**config.mk**
```make
export PLATFORM = sky130hd
export DESIGN_NAME = hpdcache_axi_to_mem_write_flat
export DESIGN_NICKNAME = d
export VERILOG_FILES = /design/src/rtl/hpdcache_axi_to_mem_write_if.sv /design/src/rtl/hpdcache_axi_to_mem_write.sv /design/src/flat_wrapper.sv
export SDC_FILE = /design/constraint.sdc
export NUM_CORES = 1
export LEC_CHECK = 0
export CAP_MARGIN = 20
export CORE_AREA = 2 2 115 117
export CTS_BUF_LIST = sky130_fd_sc_hd__clkbuf_16
export DETAILED_ROUTE_END_ITERATION = 8
export DIE_AREA = 0 0 117 119
export GPL_ROUTABILITY_DRIVEN = 1
export HOLD_SLACK_MARGIN = 0.05
export PLACE_DENSITY_LB_ADDON = 0.1
export SYNTH_ARGS = -nofsm -noshare
export SYNTH_HDL_FRONTEND = slang
export SYNTH_SLANG_ARGS = --single-unit
```
**constraint.sdc**
```tcl
create_clock -name clk_i -period 3.75 [get_ports clk_i]
set_input_delay 0.5625 -clock clk_i [delete_from_list [all_inputs] [get_ports clk_i]]
set_output_delay 0.5625 -clock clk_i [all_outputs]
set_load 0.01 [all_outputs]
```
**src/rtl/hpdcache_axi_to_mem_write_if.sv**
```systemverilog
// Types and bus bundle for hpdcache_axi_to_mem_write.
// The package holds the default AXI and hpdcache memory-side structs. The
// interface groups every handshake/payload signal of the block. Signal names
// keep the block's original port names, so the suffixes (_i/_o) are as seen
// from the responder.
//   slave  modport : responder view (AXI AW/W in, B out; mem req/data out,
//                    mem write response in)
//   master modport : environment view (initiator + memory)
package hpdcache_axi_to_mem_write_pkg;
    localparam int unsigned ID_W   = 4;
    localparam int unsigned ADDR_W = 32;
    localparam int unsigned DATA_W = 64;
    localparam int unsigned BE_W   = DATA_W / 8;

    typedef enum logic [1:0] {
        HPDCACHE_MEM_READ   = 2'd0,
        HPDCACHE_MEM_WRITE  = 2'd1,
        HPDCACHE_MEM_ATOMIC = 2'd2
    } hpdcache_mem_command_e;

    typedef enum logic [3:0] {
        HPDCACHE_MEM_ATOMIC_ADD  = 4'd0,
        HPDCACHE_MEM_ATOMIC_CLR  = 4'd1,
        HPDCACHE_MEM_ATOMIC_SET  = 4'd2,
        HPDCACHE_MEM_ATOMIC_EOR  = 4'd3,
        HPDCACHE_MEM_ATOMIC_SMAX = 4'd4,
        HPDCACHE_MEM_ATOMIC_SMIN = 4'd5,
        HPDCACHE_MEM_ATOMIC_UMAX = 4'd6,
        HPDCACHE_MEM_ATOMIC_UMIN = 4'd7,
        HPDCACHE_MEM_ATOMIC_SWAP = 4'd8,
        HPDCACHE_MEM_ATOMIC_LDEX = 4'd10,
        HPDCACHE_MEM_ATOMIC_STEX = 4'd11
    } hpdcache_mem_atomic_e;

    typedef enum logic [1:0] {
        HPDCACHE_MEM_RESP_OK  = 2'd0,
        HPDCACHE_MEM_RESP_NOK = 2'd1
    } hpdcache_mem_error_e;

    localparam logic [1:0] AXI_RESP_OKAY   = 2'b00;
    localparam logic [1:0] AXI_RESP_EXOKAY = 2'b01;
    localparam logic [1:0] AXI_RESP_SLVERR = 2'b10;

    localparam logic [1:0] ATOP_NONE        = 2'b00;
    localparam logic [1:0] ATOP_ATOMICSTORE = 2'b01;
    localparam logic [1:0] ATOP_ATOMICLOAD  = 2'b10;
    localparam logic [1:0] ATOP_ATOMICSWCMP = 2'b11;

    typedef struct packed {
        logic [ADDR_W-1:0]    mem_req_addr;
        logic [7:0]           mem_req_len;
        logic [2:0]           mem_req_size;
        logic [ID_W-1:0]      mem_req_id;
        hpdcache_mem_command_e mem_req_command;
        hpdcache_mem_atomic_e mem_req_atomic;
        logic                 mem_req_cacheable;
    } hpdcache_mem_req_t;

    typedef struct packed {
        logic [DATA_W-1:0] mem_req_w_data;
        logic [BE_W-1:0]   mem_req_w_be;
        logic              mem_req_w_last;
    } hpdcache_mem_req_w_t;

    typedef struct packed {
        hpdcache_mem_error_e mem_resp_w_error;
        logic [ID_W-1:0]     mem_resp_w_id;
        logic                mem_resp_w_is_atomic;
    } hpdcache_mem_resp_w_t;

    typedef struct packed {
        logic [ID_W-1:0]   id;
        logic [ADDR_W-1:0] addr;
        logic [7:0]        len;
        logic [2:0]        size;
        logic [1:0]        burst;
        logic              lock;
        logic [3:0]        cache;
        logic [2:0]        prot;
        logic [3:0]        qos;
        logic [3:0]        region;
        logic [5:0]        atop;
    } aw_chan_t;

    typedef struct packed {
        logic [DATA_W-1:0] data;
        logic [BE_W-1:0]   strb;
        logic              last;
    } w_chan_t;

    typedef struct packed {
        logic [ID_W-1:0] id;
        logic [1:0]      resp;
    } b_chan_t;
endpackage

interface hpdcache_axi_to_mem_write_if;
    import hpdcache_axi_to_mem_write_pkg::*;

    logic                 axi_aw_valid_i;
    aw_chan_t             axi_aw_i;
    logic                 axi_aw_ready_o;
    logic                 axi_w_valid_i;
    w_chan_t              axi_w_i;
    logic                 axi_w_ready_o;
    logic                 axi_b_valid_o;
    b_chan_t              axi_b_o;
    logic                 axi_b_ready_i;
    logic                 req_valid_o;
    hpdcache_mem_req_t    req_o;
    logic                 req_ready_i;
    logic                 req_data_valid_o;
    hpdcache_mem_req_w_t  req_data_o;
    logic                 req_data_ready_i;
    logic                 resp_valid_i;
    hpdcache_mem_resp_w_t resp_i;
    logic                 resp_ready_o;

    modport slave (
        input  axi_aw_valid_i, axi_aw_i, axi_w_valid_i, axi_w_i, axi_b_ready_i,
               req_ready_i, req_data_ready_i, resp_valid_i, resp_i,
        output axi_aw_ready_o, axi_w_ready_o, axi_b_valid_o, axi_b_o,
               req_valid_o, req_o, req_data_valid_o, req_data_o, resp_ready_o
    );

    modport master (
        output axi_aw_valid_i, axi_aw_i, axi_w_valid_i, axi_w_i, axi_b_ready_i,
               req_ready_i, req_data_ready_i, resp_valid_i, resp_i,
        input  axi_aw_ready_o, axi_w_ready_o, axi_b_valid_o, axi_b_o,
               req_valid_o, req_o, req_data_valid_o, req_data_o, resp_ready_o
    );
endinterface

```
**src/rtl/hpdcache_axi_to_mem_write.sv**
```systemverilog
// AXI4 write-channel responder: turns one AW/W transaction at a time into an
// hpdcache memory write request plus write data, and turns hpdcache memory
// write responses into AXI B responses through a one-entry B slot.
// Unsupported atomics (AtomicStore, AtomicCompare, reserved atop) are drained
// locally and answered with SLVERR.
// Ports:
//   clk_i, rst_ni : clock, asynchronous active-low reset
//   bus (slave)   : AXI AW/W/B and hpdcache req/req_data/resp_w channels
//   len_err_o     : one-cycle pulse when W.last disagrees with AW.len framing
// Optional feature: define HPDCACHE_AXI_TO_MEM_WRITE_LEN_CHECK_EN to build the
// W.last check (len_err_o + assertion); otherwise len_err_o is tied to 0.
module hpdcache_axi_to_mem_write
    import hpdcache_axi_to_mem_write_pkg::*;
#(
    parameter type hpdcache_mem_req_t    = hpdcache_axi_to_mem_write_pkg::hpdcache_mem_req_t,
    parameter type hpdcache_mem_req_w_t  = hpdcache_axi_to_mem_write_pkg::hpdcache_mem_req_w_t,
    parameter type hpdcache_mem_resp_w_t = hpdcache_axi_to_mem_write_pkg::hpdcache_mem_resp_w_t,
    parameter type aw_chan_t             = hpdcache_axi_to_mem_write_pkg::aw_chan_t,
    parameter type w_chan_t              = hpdcache_axi_to_mem_write_pkg::w_chan_t,
    parameter type b_chan_t              = hpdcache_axi_to_mem_write_pkg::b_chan_t
) (
    input  logic                       clk_i,
    input  logic                       rst_ni,
    hpdcache_axi_to_mem_write_if.slave bus,
    output logic                       len_err_o
);
    typedef enum logic [2:0] {IDLE, REQ, DATA, DRAIN, ERESP} state_e;

    state_e            state_q, state_d;
    logic [7:0]        cnt_q, cnt_d;
    hpdcache_mem_req_t req_q, req_d;
    logic              b_full_q, b_full_d;
    b_chan_t           b_q, b_d;

    logic aw_ready, w_ready, req_valid, req_data_valid;
    logic resp_ready, resp_load, eresp_load;

    // Only plain writes, AtomicLoad and AtomicSwap reach memory; AtomicCompare
    // is unsupported downstream and is rejected with the reserved encodings.
    function automatic logic atop_rejected(input logic [5:0] atop);
        case (atop[5:4])
            ATOP_NONE:        return atop[3:0] != 4'd0;
            ATOP_ATOMICSTORE: return 1'b1;
            ATOP_ATOMICLOAD:  return 1'b0;
            default:          return atop[3:0] != 4'd0;
        endcase
    endfunction

    function automatic hpdcache_mem_req_t decode_aw(input aw_chan_t aw);
        hpdcache_mem_req_t r;
        r = '0;
        r.mem_req_addr      = aw.addr;
        r.mem_req_len       = aw.len;
        r.mem_req_size      = aw.size;
        r.mem_req_id        = aw.id;
        r.mem_req_cacheable = aw.cache[1] & ~aw.lock;
        r.mem_req_command   = (aw.lock || aw.atop != 6'd0) ? HPDCACHE_MEM_ATOMIC
                                                           : HPDCACHE_MEM_WRITE;
        r.mem_req_atomic    = HPDCACHE_MEM_ATOMIC_ADD;
        if (aw.lock) begin
            r.mem_req_atomic = HPDCACHE_MEM_ATOMIC_STEX;
        end else if (aw.atop[5:4] == ATOP_ATOMICLOAD) begin
            case (aw.atop[2:0])
                3'd0:    r.mem_req_atomic = HPDCACHE_MEM_ATOMIC_ADD;
                3'd1:    r.mem_req_atomic = HPDCACHE_MEM_ATOMIC_CLR;
                3'd2:    r.mem_req_atomic = HPDCACHE_MEM_ATOMIC_EOR;
                3'd3:    r.mem_req_atomic = HPDCACHE_MEM_ATOMIC_SET;
                3'd4:    r.mem_req_atomic = HPDCACHE_MEM_ATOMIC_SMAX;
                3'd5:    r.mem_req_atomic = HPDCACHE_MEM_ATOMIC_SMIN;
                3'd6:    r.mem_req_atomic = HPDCACHE_MEM_ATOMIC_UMAX;
                default: r.mem_req_atomic = HPDCACHE_MEM_ATOMIC_UMIN;
            endcase
        end else if (aw.atop[5:4] == ATOP_ATOMICSWCMP) begin
            r.mem_req_atomic = HPDCACHE_MEM_ATOMIC_SWAP;
        end
        return r;
    endfunction

    assign resp_ready = ~b_full_q | bus.axi_b_ready_i;
    assign resp_load  = bus.resp_valid_i & resp_ready;

    always_comb begin
        state_d        = state_q;
        cnt_d          = cnt_q;
        req_d          = req_q;
        aw_ready       = 1'b0;
        w_ready        = 1'b0;
        req_valid      = 1'b0;
        req_data_valid = 1'b0;
        eresp_load     = 1'b0;
        unique case (state_q)
            IDLE: begin
                aw_ready = 1'b1;
                if (bus.axi_aw_valid_i) begin
                    req_d   = decode_aw(bus.axi_aw_i);
                    cnt_d   = bus.axi_aw_i.len;
                    state_d = atop_rejected(bus.axi_aw_i.atop) ? DRAIN : REQ;
                end
            end
            REQ: begin
                req_valid = 1'b1;
                if (bus.req_ready_i) state_d = DATA;
            end
            DATA: begin
                w_ready        = bus.req_data_ready_i;
                req_data_valid = bus.axi_w_valid_i;
                if (bus.axi_w_valid_i && bus.req_data_ready_i) begin
                    if (cnt_q == '0) state_d = IDLE;
                    else             cnt_d   = cnt_q - 8'd1;
                end
            end
            DRAIN: begin
                w_ready = 1'b1;
                if (bus.axi_w_valid_i) begin
                    if (cnt_q == '0) state_d = ERESP;
                    else             cnt_d   = cnt_q - 8'd1;
                end
            end
            ERESP: begin
                // A memory response loading the slot this cycle has priority.
                if (resp_ready && !resp_load) begin
                    eresp_load = 1'b1;
                    state_d    = IDLE;
                end
            end
            default: state_d = IDLE;
        endcase
    end

    always_comb begin
        b_full_d = b_full_q;
        b_d      = b_q;
        if (resp_load) begin
            b_full_d = 1'b1;
            b_d.id   = bus.resp_i.mem_resp_w_id;
            if (bus.resp_i.mem_resp_w_error == HPDCACHE_MEM_RESP_NOK) b_d.resp = AXI_RESP_SLVERR;
            else if (bus.resp_i.mem_resp_w_is_atomic)                b_d.resp = AXI_RESP_EXOKAY;
            else                                                     b_d.resp = AXI_RESP_OKAY;
        end else if (eresp_load) begin
            b_full_d = 1'b1;
            b_d.id   = req_q.mem_req_id;
            b_d.resp = AXI_RESP_SLVERR;
        end else if (b_full_q && bus.axi_b_ready_i) begin
            b_full_d = 1'b0;
        end
    end

    always_ff @(posedge clk_i or negedge rst_ni) begin
        if (!rst_ni) begin
            state_q  <= IDLE;
            cnt_q    <= '0;
            req_q    <= '0;
            b_full_q <= 1'b0;
            b_q      <= '0;
        end else begin
            state_q  <= state_d;
            cnt_q    <= cnt_d;
            req_q    <= req_d;
            b_full_q <= b_full_d;
            b_q      <= b_d;
        end
    end

    assign bus.axi_aw_ready_o   = aw_ready;
    assign bus.axi_w_ready_o    = w_ready;
    assign bus.axi_b_valid_o    = b_full_q;
    assign bus.axi_b_o          = b_q;
    assign bus.req_valid_o      = req_valid;
    assign bus.req_o            = req_q;
    assign bus.req_data_valid_o = req_data_valid;
    assign bus.resp_ready_o     = resp_ready;

    // Write-data last is framed by the beat counter, never by W.last.
    always_comb begin
        bus.req_data_o                = '0;
        bus.req_data_o.mem_req_w_data = bus.axi_w_i.data;
        bus.req_data_o.mem_req_w_be   = bus.axi_w_i.strb;
        bus.req_data_o.mem_req_w_last = (cnt_q == '0);
    end

    logic unused_aw;
    assign unused_aw = ^{bus.axi_aw_i.burst, bus.axi_aw_i.cache[3:2], bus.axi_aw_i.cache[0],
                         bus.axi_aw_i.prot, bus.axi_aw_i.qos, bus.axi_aw_i.region};

`ifdef HPDCACHE_AXI_TO_MEM_WRITE_LEN_CHECK_EN
    logic len_err;
    assign len_err = (state_q == DATA || state_q == DRAIN) && bus.axi_w_valid_i && w_ready
                     && (bus.axi_w_i.last != (cnt_q == '0));
    assign len_err_o = len_err;

    len_framing_a: assert property (@(posedge clk_i) disable iff (!rst_ni) !len_err)
        else $warning("W.last disagrees with AW.len beat count");
`else
    assign len_err_o = 1'b0;
    logic unused_w_last;
    assign unused_w_last = bus.axi_w_i.last;
`endif
endmodule

```
**src/flat_wrapper.sv**
```systemverilog
// flat-port wrapper written by rule: the top's interface ports become plain ports
module hpdcache_axi_to_mem_write_flat import hpdcache_axi_to_mem_write_pkg::*;
#(
    parameter type hpdcache_mem_req_t    = hpdcache_axi_to_mem_write_pkg::hpdcache_mem_req_t,
    parameter type hpdcache_mem_req_w_t  = hpdcache_axi_to_mem_write_pkg::hpdcache_mem_req_w_t,
    parameter type hpdcache_mem_resp_w_t = hpdcache_axi_to_mem_write_pkg::hpdcache_mem_resp_w_t,
    parameter type aw_chan_t             = hpdcache_axi_to_mem_write_pkg::aw_chan_t,
    parameter type w_chan_t              = hpdcache_axi_to_mem_write_pkg::w_chan_t,
    parameter type b_chan_t              = hpdcache_axi_to_mem_write_pkg::b_chan_t
)
  (clk_i, rst_ni, len_err_o, bus_axi_aw_valid_i, bus_axi_aw_i, bus_axi_w_valid_i, bus_axi_w_i, bus_axi_b_ready_i, bus_req_ready_i, bus_req_data_ready_i, bus_resp_valid_i, bus_resp_i, bus_axi_aw_ready_o, bus_axi_w_ready_o, bus_axi_b_valid_o, bus_axi_b_o, bus_req_valid_o, bus_req_o, bus_req_data_valid_o, bus_req_data_o, bus_resp_ready_o);
  hpdcache_axi_to_mem_write_if bus_i ();
  input  logic clk_i;
  input  logic rst_ni;
  output logic len_err_o;
  input wire logic [$bits(bus_i.axi_aw_valid_i)-1:0] bus_axi_aw_valid_i;
  input wire logic [$bits(bus_i.axi_aw_i)-1:0] bus_axi_aw_i;
  input wire logic [$bits(bus_i.axi_w_valid_i)-1:0] bus_axi_w_valid_i;
  input wire logic [$bits(bus_i.axi_w_i)-1:0] bus_axi_w_i;
  input wire logic [$bits(bus_i.axi_b_ready_i)-1:0] bus_axi_b_ready_i;
  input wire logic [$bits(bus_i.req_ready_i)-1:0] bus_req_ready_i;
  input wire logic [$bits(bus_i.req_data_ready_i)-1:0] bus_req_data_ready_i;
  input wire logic [$bits(bus_i.resp_valid_i)-1:0] bus_resp_valid_i;
  input wire logic [$bits(bus_i.resp_i)-1:0] bus_resp_i;
  output wire logic [$bits(bus_i.axi_aw_ready_o)-1:0] bus_axi_aw_ready_o;
  output wire logic [$bits(bus_i.axi_w_ready_o)-1:0] bus_axi_w_ready_o;
  output wire logic [$bits(bus_i.axi_b_valid_o)-1:0] bus_axi_b_valid_o;
  output wire logic [$bits(bus_i.axi_b_o)-1:0] bus_axi_b_o;
  output wire logic [$bits(bus_i.req_valid_o)-1:0] bus_req_valid_o;
  output wire logic [$bits(bus_i.req_o)-1:0] bus_req_o;
  output wire logic [$bits(bus_i.req_data_valid_o)-1:0] bus_req_data_valid_o;
  output wire logic [$bits(bus_i.req_data_o)-1:0] bus_req_data_o;
  output wire logic [$bits(bus_i.resp_ready_o)-1:0] bus_resp_ready_o;
  assign bus_i.axi_aw_valid_i = bus_axi_aw_valid_i;
  assign bus_i.axi_aw_i = bus_axi_aw_i;
  assign bus_i.axi_w_valid_i = bus_axi_w_valid_i;
  assign bus_i.axi_w_i = bus_axi_w_i;
  assign bus_i.axi_b_ready_i = bus_axi_b_ready_i;
  assign bus_i.req_ready_i = bus_req_ready_i;
  assign bus_i.req_data_ready_i = bus_req_data_ready_i;
  assign bus_i.resp_valid_i = bus_resp_valid_i;
  assign bus_i.resp_i = bus_resp_i;
  assign bus_axi_aw_ready_o = bus_i.axi_aw_ready_o;
  assign bus_axi_w_ready_o = bus_i.axi_w_ready_o;
  assign bus_axi_b_valid_o = bus_i.axi_b_valid_o;
  assign bus_axi_b_o = bus_i.axi_b_o;
  assign bus_req_valid_o = bus_i.req_valid_o;
  assign bus_req_o = bus_i.req_o;
  assign bus_req_data_valid_o = bus_i.req_data_valid_o;
  assign bus_req_data_o = bus_i.req_data_o;
  assign bus_resp_ready_o = bus_i.resp_ready_o;
  hpdcache_axi_to_mem_write #(.hpdcache_mem_req_t(hpdcache_mem_req_t), .hpdcache_mem_req_w_t(hpdcache_mem_req_w_t), .hpdcache_mem_resp_w_t(hpdcache_mem_resp_w_t), .aw_chan_t(aw_chan_t), .w_chan_t(w_chan_t), .b_chan_t(b_chan_t)) u_core (.clk_i(clk_i), .rst_ni(rst_ni), .bus(bus_i), .len_err_o(len_err_o));
endmodule
```
Yosys cells after proc, flatten, opt, wreduce, memory -nomap -nowiden
Index checks and enable logic that the tools add are counted.
- add/sub/neg operators: 1
- eq/ne operators: 21
- multiplexer cells: 35
- bitwise operators: 5
- reductions and logical operators: 16
- operator list (kind ; number):
    $mux 8 ; 4
    $pmux 8 s3 ; 1
    $mux 3 ; 7
    $pmux 3 s7 ; 1
    $pmux 3 s5 ; 1
    $eq 3x2->1 const B ; 4
    $eq 3x3->1 const B ; 4
    $mux 4 ; 3
    $mux 6 ; 2
    $mux 1 ; 11
    $ne 2x2->1 const B ; 5
    $logic_not 8->1 ; 1
    $sub 8x1->8 const B ; 1
    $reduce_and 7->1 ; 1
    $eq 3x1->1 const B ; 2
    $logic_not 3->1 ; 2
    $mux 2 ; 3
    $reduce_bool 3->1 ; 2
    $reduce_bool 6->1 ; 1
    $eq 2x1->1 const B ; 2
    $eq 2x2->1 const B ; 2
    $ne 2x1->1 const B ; 2
    $pmux 1 s2 ; 2
    $reduce_and 4->1 ; 1
    other kinds (9) ; 13
- bits in registers: 72
- bits of input ports: 159
- output and inout bits: 140
- logic and storage cells: 90

Longest topological paths before layout
- word-level depth: 9
- gate-level depth with buffers: 6

Worst setup path before layout
Ideal clock, no wire load.
- kind: register to register
- start: reg u_core.cnt_q[0]
- end: reg u_core.cnt_q[6]
- library setup time: 0.122 ns
- arrival time: 1.598 ns
- required time: 3.628 ns
- path slack: 2.029 ns
- stages on the path, launching flop included: 7
- period minus slack after synthesis: 1.721 ns
- cells stage by stage: dfrtp_1 -> inv_1 -> ha_1 -> or4b_2 -> nor3_1 -> o21ai_0 -> o2bb2ai_1
- longest elaborated chain between the ends: 4
- RTL lines (element ; line ; RTL):
    start, declared ; hpdcache_axi_to_mem_write.sv:30 ; logic [7:0] cnt_q, cnt_d;
    start signal, assigned ; hpdcache_axi_to_mem_write.sv:157 ; cnt_q <= cnt_d;
    $sub 8x1->8 / $logic_not 8->1 (equally long branches) ; - ;
    $mux 8 * ; hpdcache_axi_to_mem_write.sv:108, hpdcache_axi_to_mem_write.sv:115 ;
    $mux 8 (on tied branches) ; hpdcache_axi_to_mem_write.sv:114, hpdcache_axi_to_mem_write.sv:107 ;
    $pmux 8 s3 * ; hpdcache_axi_to_mem_write.sv:91 ; unique case (state_q)
Mark *: on every way between the ends. The rest lies on a longest branch, timed or not. The select of a mux whose other input is x is not followed.
A chain may end at the register's enable or synchronous reset.

Worst setup path after layout
- start: reg u_core.state_q[1]
- end: out bus_axi_w_ready_o
- longest elaborated chain between the ends: 2
- RTL lines (element ; line ; RTL):
    start, declared ; hpdcache_axi_to_mem_write.sv:29 ; state_e state_q, state_d;
    start signal, assigned ; hpdcache_axi_to_mem_write.sv:156 ; state_q <= state_d;
    $eq 3x2->1 ; hpdcache_axi_to_mem_write.sv:91 ;
    $pmux 1 s2 * ; hpdcache_axi_to_mem_write.sv:91 ;
    end, declared ; flat_wrapper.sv:26 ; output wire logic [$bits(bus_i.axi_w_ready_o)-1:0] bus_axi_w_ready_o;
Mark *: on every way between the ends. The rest lies on a longest branch, timed or not.

==> results.md <==
- Status: complete, no violations
- HPWL after detailed placement: 7.51 mm
- Drt initial violations: 98
- Via count of the first global-routing pass: 2,900
- Sequential element share of the synthesized area: 0.480
- Depth of the worst register-to-register path: 5
- Final setup TNS: 0 ns
- Pin count of the biggest net entering global routing: 73
- Starting density of the core: 0.291
- Filler instances: 1,311
- First-pass GRT wire length: 16.3 mm
- Global placement routability congestion: 0.789
- Clock share of power: 0.227
- Most frequent cells in the layout: 160 x sky130_fd_sc_hd__nand2_1, 135 x sky130_fd_sc_hd__clkdlybuf4s50_1, 72 x sky130_fd_sc_hd__dfrtp_1
- # Post-CTS Setup Buffers: 0
- Routed WL per cell: 15.7 um
- Commonest non-fill, non-tap cell in the layout: sky130_fd_sc_hd__nand2_1
- Largest fanout on the critical path: 20
- Horizontal extent of the die: 117 um
- Maximum frequency from static timing analysis: 0.352 GHz
- Max-cap violation count: 0
- Worst Slack Setup Final: 0.907 ns
- Number of enable flip-flop cells after synthesis: 0
- Core outline area: 12,900 um2
- Type of origin of the critical path: flop
- Tcrit/Tclk final: 0.758
- Latest clock arrival within the worst-skew pair: 0.34 ns
- Share of flip-flops with an asynchronous set or reset after synthesis: 1.00
- Final #Nets: 660
- Maximum clock insertion buffer count: 2
- Average instance area after synthesis: 8.64 um2
- Remaining antenna violation count after routing: 0
- Worst min-delay path category: input port to async pin
- Combinational group share of total power: 0.408
- Net switching power of the design: 1.26 mW
- Count of endpoints failing hold in the final timing report: 0
- Flop and latch count out of synthesis: 72
- Number of antenna repair diodes: 0
- Row count: 42
- Number of gates resized after cts: 0
- Leakage power: 2.33 nW
- Post-synthesis cell area: 3750 um2
- Actual transition at the worst max-transition pin: 0.942 ns
- Total iterations of the first detailed-routing run: 4
- Max-slew headroom at the worst pin: 0.372
- Post-placement setup slack: 1.27 ns
- # port buffers: 136
- Post-synthesis net count: 599
- Layout area overhead: 33.9%
- Critical path class: flop to output port
- Vertical die dimension: 119 um
- Post-layout utilization of the core: 0.390
- Total grt overflow: 0
- CP Capture Type: output port
- Mean number of vias per cell: 4.38
- Clock buffers created by TritonCTS: 9
- Overall fraction of global-route tracks in use: 0.156
- Synthesized instance count: 434
- Leading register cell type out of synthesis: sky130_fd_sc_hd__dfrtp_1
- Worst voltage drop across the vdd grid: 247 uV
- Warnings, synthesis: 0
- Fraction of layout cells with a size suffix above 1: 0.0440
- Initial antenna violation count: 1
- Switch share: 0.343
- Sink count of the clock tree: 72
- Number of buffers inserted by hold repair at cts: 0
- Clock tree root driver cell: sky130_fd_sc_hd__clkbuf_16
- Largest clock skew in the final design: 0.00529 ns
- Number of vias in the routed layout: 2,960
- Number of unique standard cell types used by synthesis: 43
- Critical Path AT: 2.28 ns
- Required time of the critical path: 3.19 ns
- Final period demand of the worst path: 2.84 ns
- Io pins: 299
- Max-slew violation total from the final report: 0
- Die area: 13,900 um2
- Int Pwr: 2.41 mW
- Remaining routing DRC violations: 0
- Maximum level of the CTS H-tree: 3
- Total wirelength of the detailed-routed design: 10.6 mm
- Flop pwr share: 0.365
- Clock transition time at the flip-flop clock pins of the worst setup and hold paths: 0.06 ns
- CTS tree: done
- Pwr per Cell Area: 731 nW/um2
- Finish-stage setup viols: 0
- RSZ-0062 raised after global routing: false
-- final cells by class --
type / instances / area (um2) / area share
Tap cell: 176 / 220 / 0.0439
Clock inverter: 7 / 56.3 / 0.0112
Timing Repair Buffer: 139 / 1380 / 0.275
Inverter: 9 / 33.8 / 0.00673
Clock buffer: 9 / 225 / 0.0449
Multi-Input combinational cell: 264 / 1300 / 0.259
Sequential cell: 72 / 1800 / 0.359
-- critical path: stages, from the launching register on --
cell and delay [ns]:
sky130_fd_sc_hd__dfrtp_1 0.61, sky130_fd_sc_hd__nand2b_1 0.50, sky130_fd_sc_hd__nor2_1 0.27, sky130_fd_sc_hd__clkdlybuf4s50_1 0.56
-- flip-flops by register name, summed over array words and instances, names as in the netlist --
name                      count
u_core.state_q                3
u_core.bus.req_o             54
u_core.bus.axi_b_o            6
u_core.bus.axi_b_valid_o      1
u_core.cnt_q                  8
-- cells in the mapped netlist, drive strengths merged, types with 2 or more instances --
library cell,number,area share
a21o,2,0.0040
a21oi,10,0.013
a22oi,2,0.0040
a31oi,2,0.0033
and3,2,0.0033
buf,79,0.16
clkbuf,10,0.010
dfrtp,72,0.48
ha,6,0.020
inv,9,0.0090
mux2i,5,0.013
nand2,161,0.16
nand2b,3,0.0050
nor2,11,0.011
nor2b,2,0.0033
nor3,7,0.011
nor3b,3,0.0060
nor4,3,0.0067
o211ai,3,0.0060
o21a,2,0.0040
o21ai,19,0.025
o2bb2ai,2,0.0047
or3,3,0.0050
or4,2,0.0040
-- layer usage --
metal,share of wire,vias up,global-route usage
met5,0,-,0
met4,0.060,0,0.122
met3,0.060,62,0.0310
met2,0.45,97,0.227
met1,0.43,1356,0.200
li1,-,1445,-
-- metrics by stage --
step	area [um2]	total power, mW	instances	hold WS, ns
6_report	5020	3.67	676	0.370
5_1_grt	5020	3.93	676	0.462
4_1_cts	5020	3.72	676	0.420
3_5_place_dp	4740	2.86	660	0.457
3_3_place_gp	4740	2.85	660	0.448
2_1_floorplan	3750	2.09	434	0.267
-- power by group through the flow --
stage               clock, mW  combinational [mW]  sequential (mW)
global placement            0                1.51             1.34
global route            0.891                1.65             1.39
floorplan                   0               0.654             1.43
finish                  0.833                1.50             1.34
detailed placement          0                1.51             1.35
CTS                     0.864                1.52             1.34
-- path summary, 6_finish.rpt --
check | from | endpoint | slack [ns]
setup / recovery | u_core.state_q[1] | bus_axi_w_ready_o | 0.91
hold / removal | rst_ni | u_core.bus.req_o[40] | 0.37
setup reg to reg | u_core.state_q[1] | u_core.bus.req_o[1] | 1.52
hold reg to reg | u_core.bus.req_o[4] | u_core.bus.req_o[4] | 0.46
max in group asynchronous | rst_ni | u_core.bus.req_o[21] | 2.76
min in group clk_i | u_core.bus.req_o[4] | u_core.bus.req_o[4] | 0.46
-- kinds of logic after synthesis --
kind of cell             share of synthesized area
AND/OR/NAND/NOR                              0.231
buffers and inverters                        0.175
flip-flops                                   0.480
AO/OA/AOI/OAI                               0.0740
adder cells (fa/ha/maj)                     0.0200
multiplexers                                0.0163
other                                      0.00100
XOR/XNOR                                   0.00234
No activity file was read; power rests on OpenSTA's default activity.
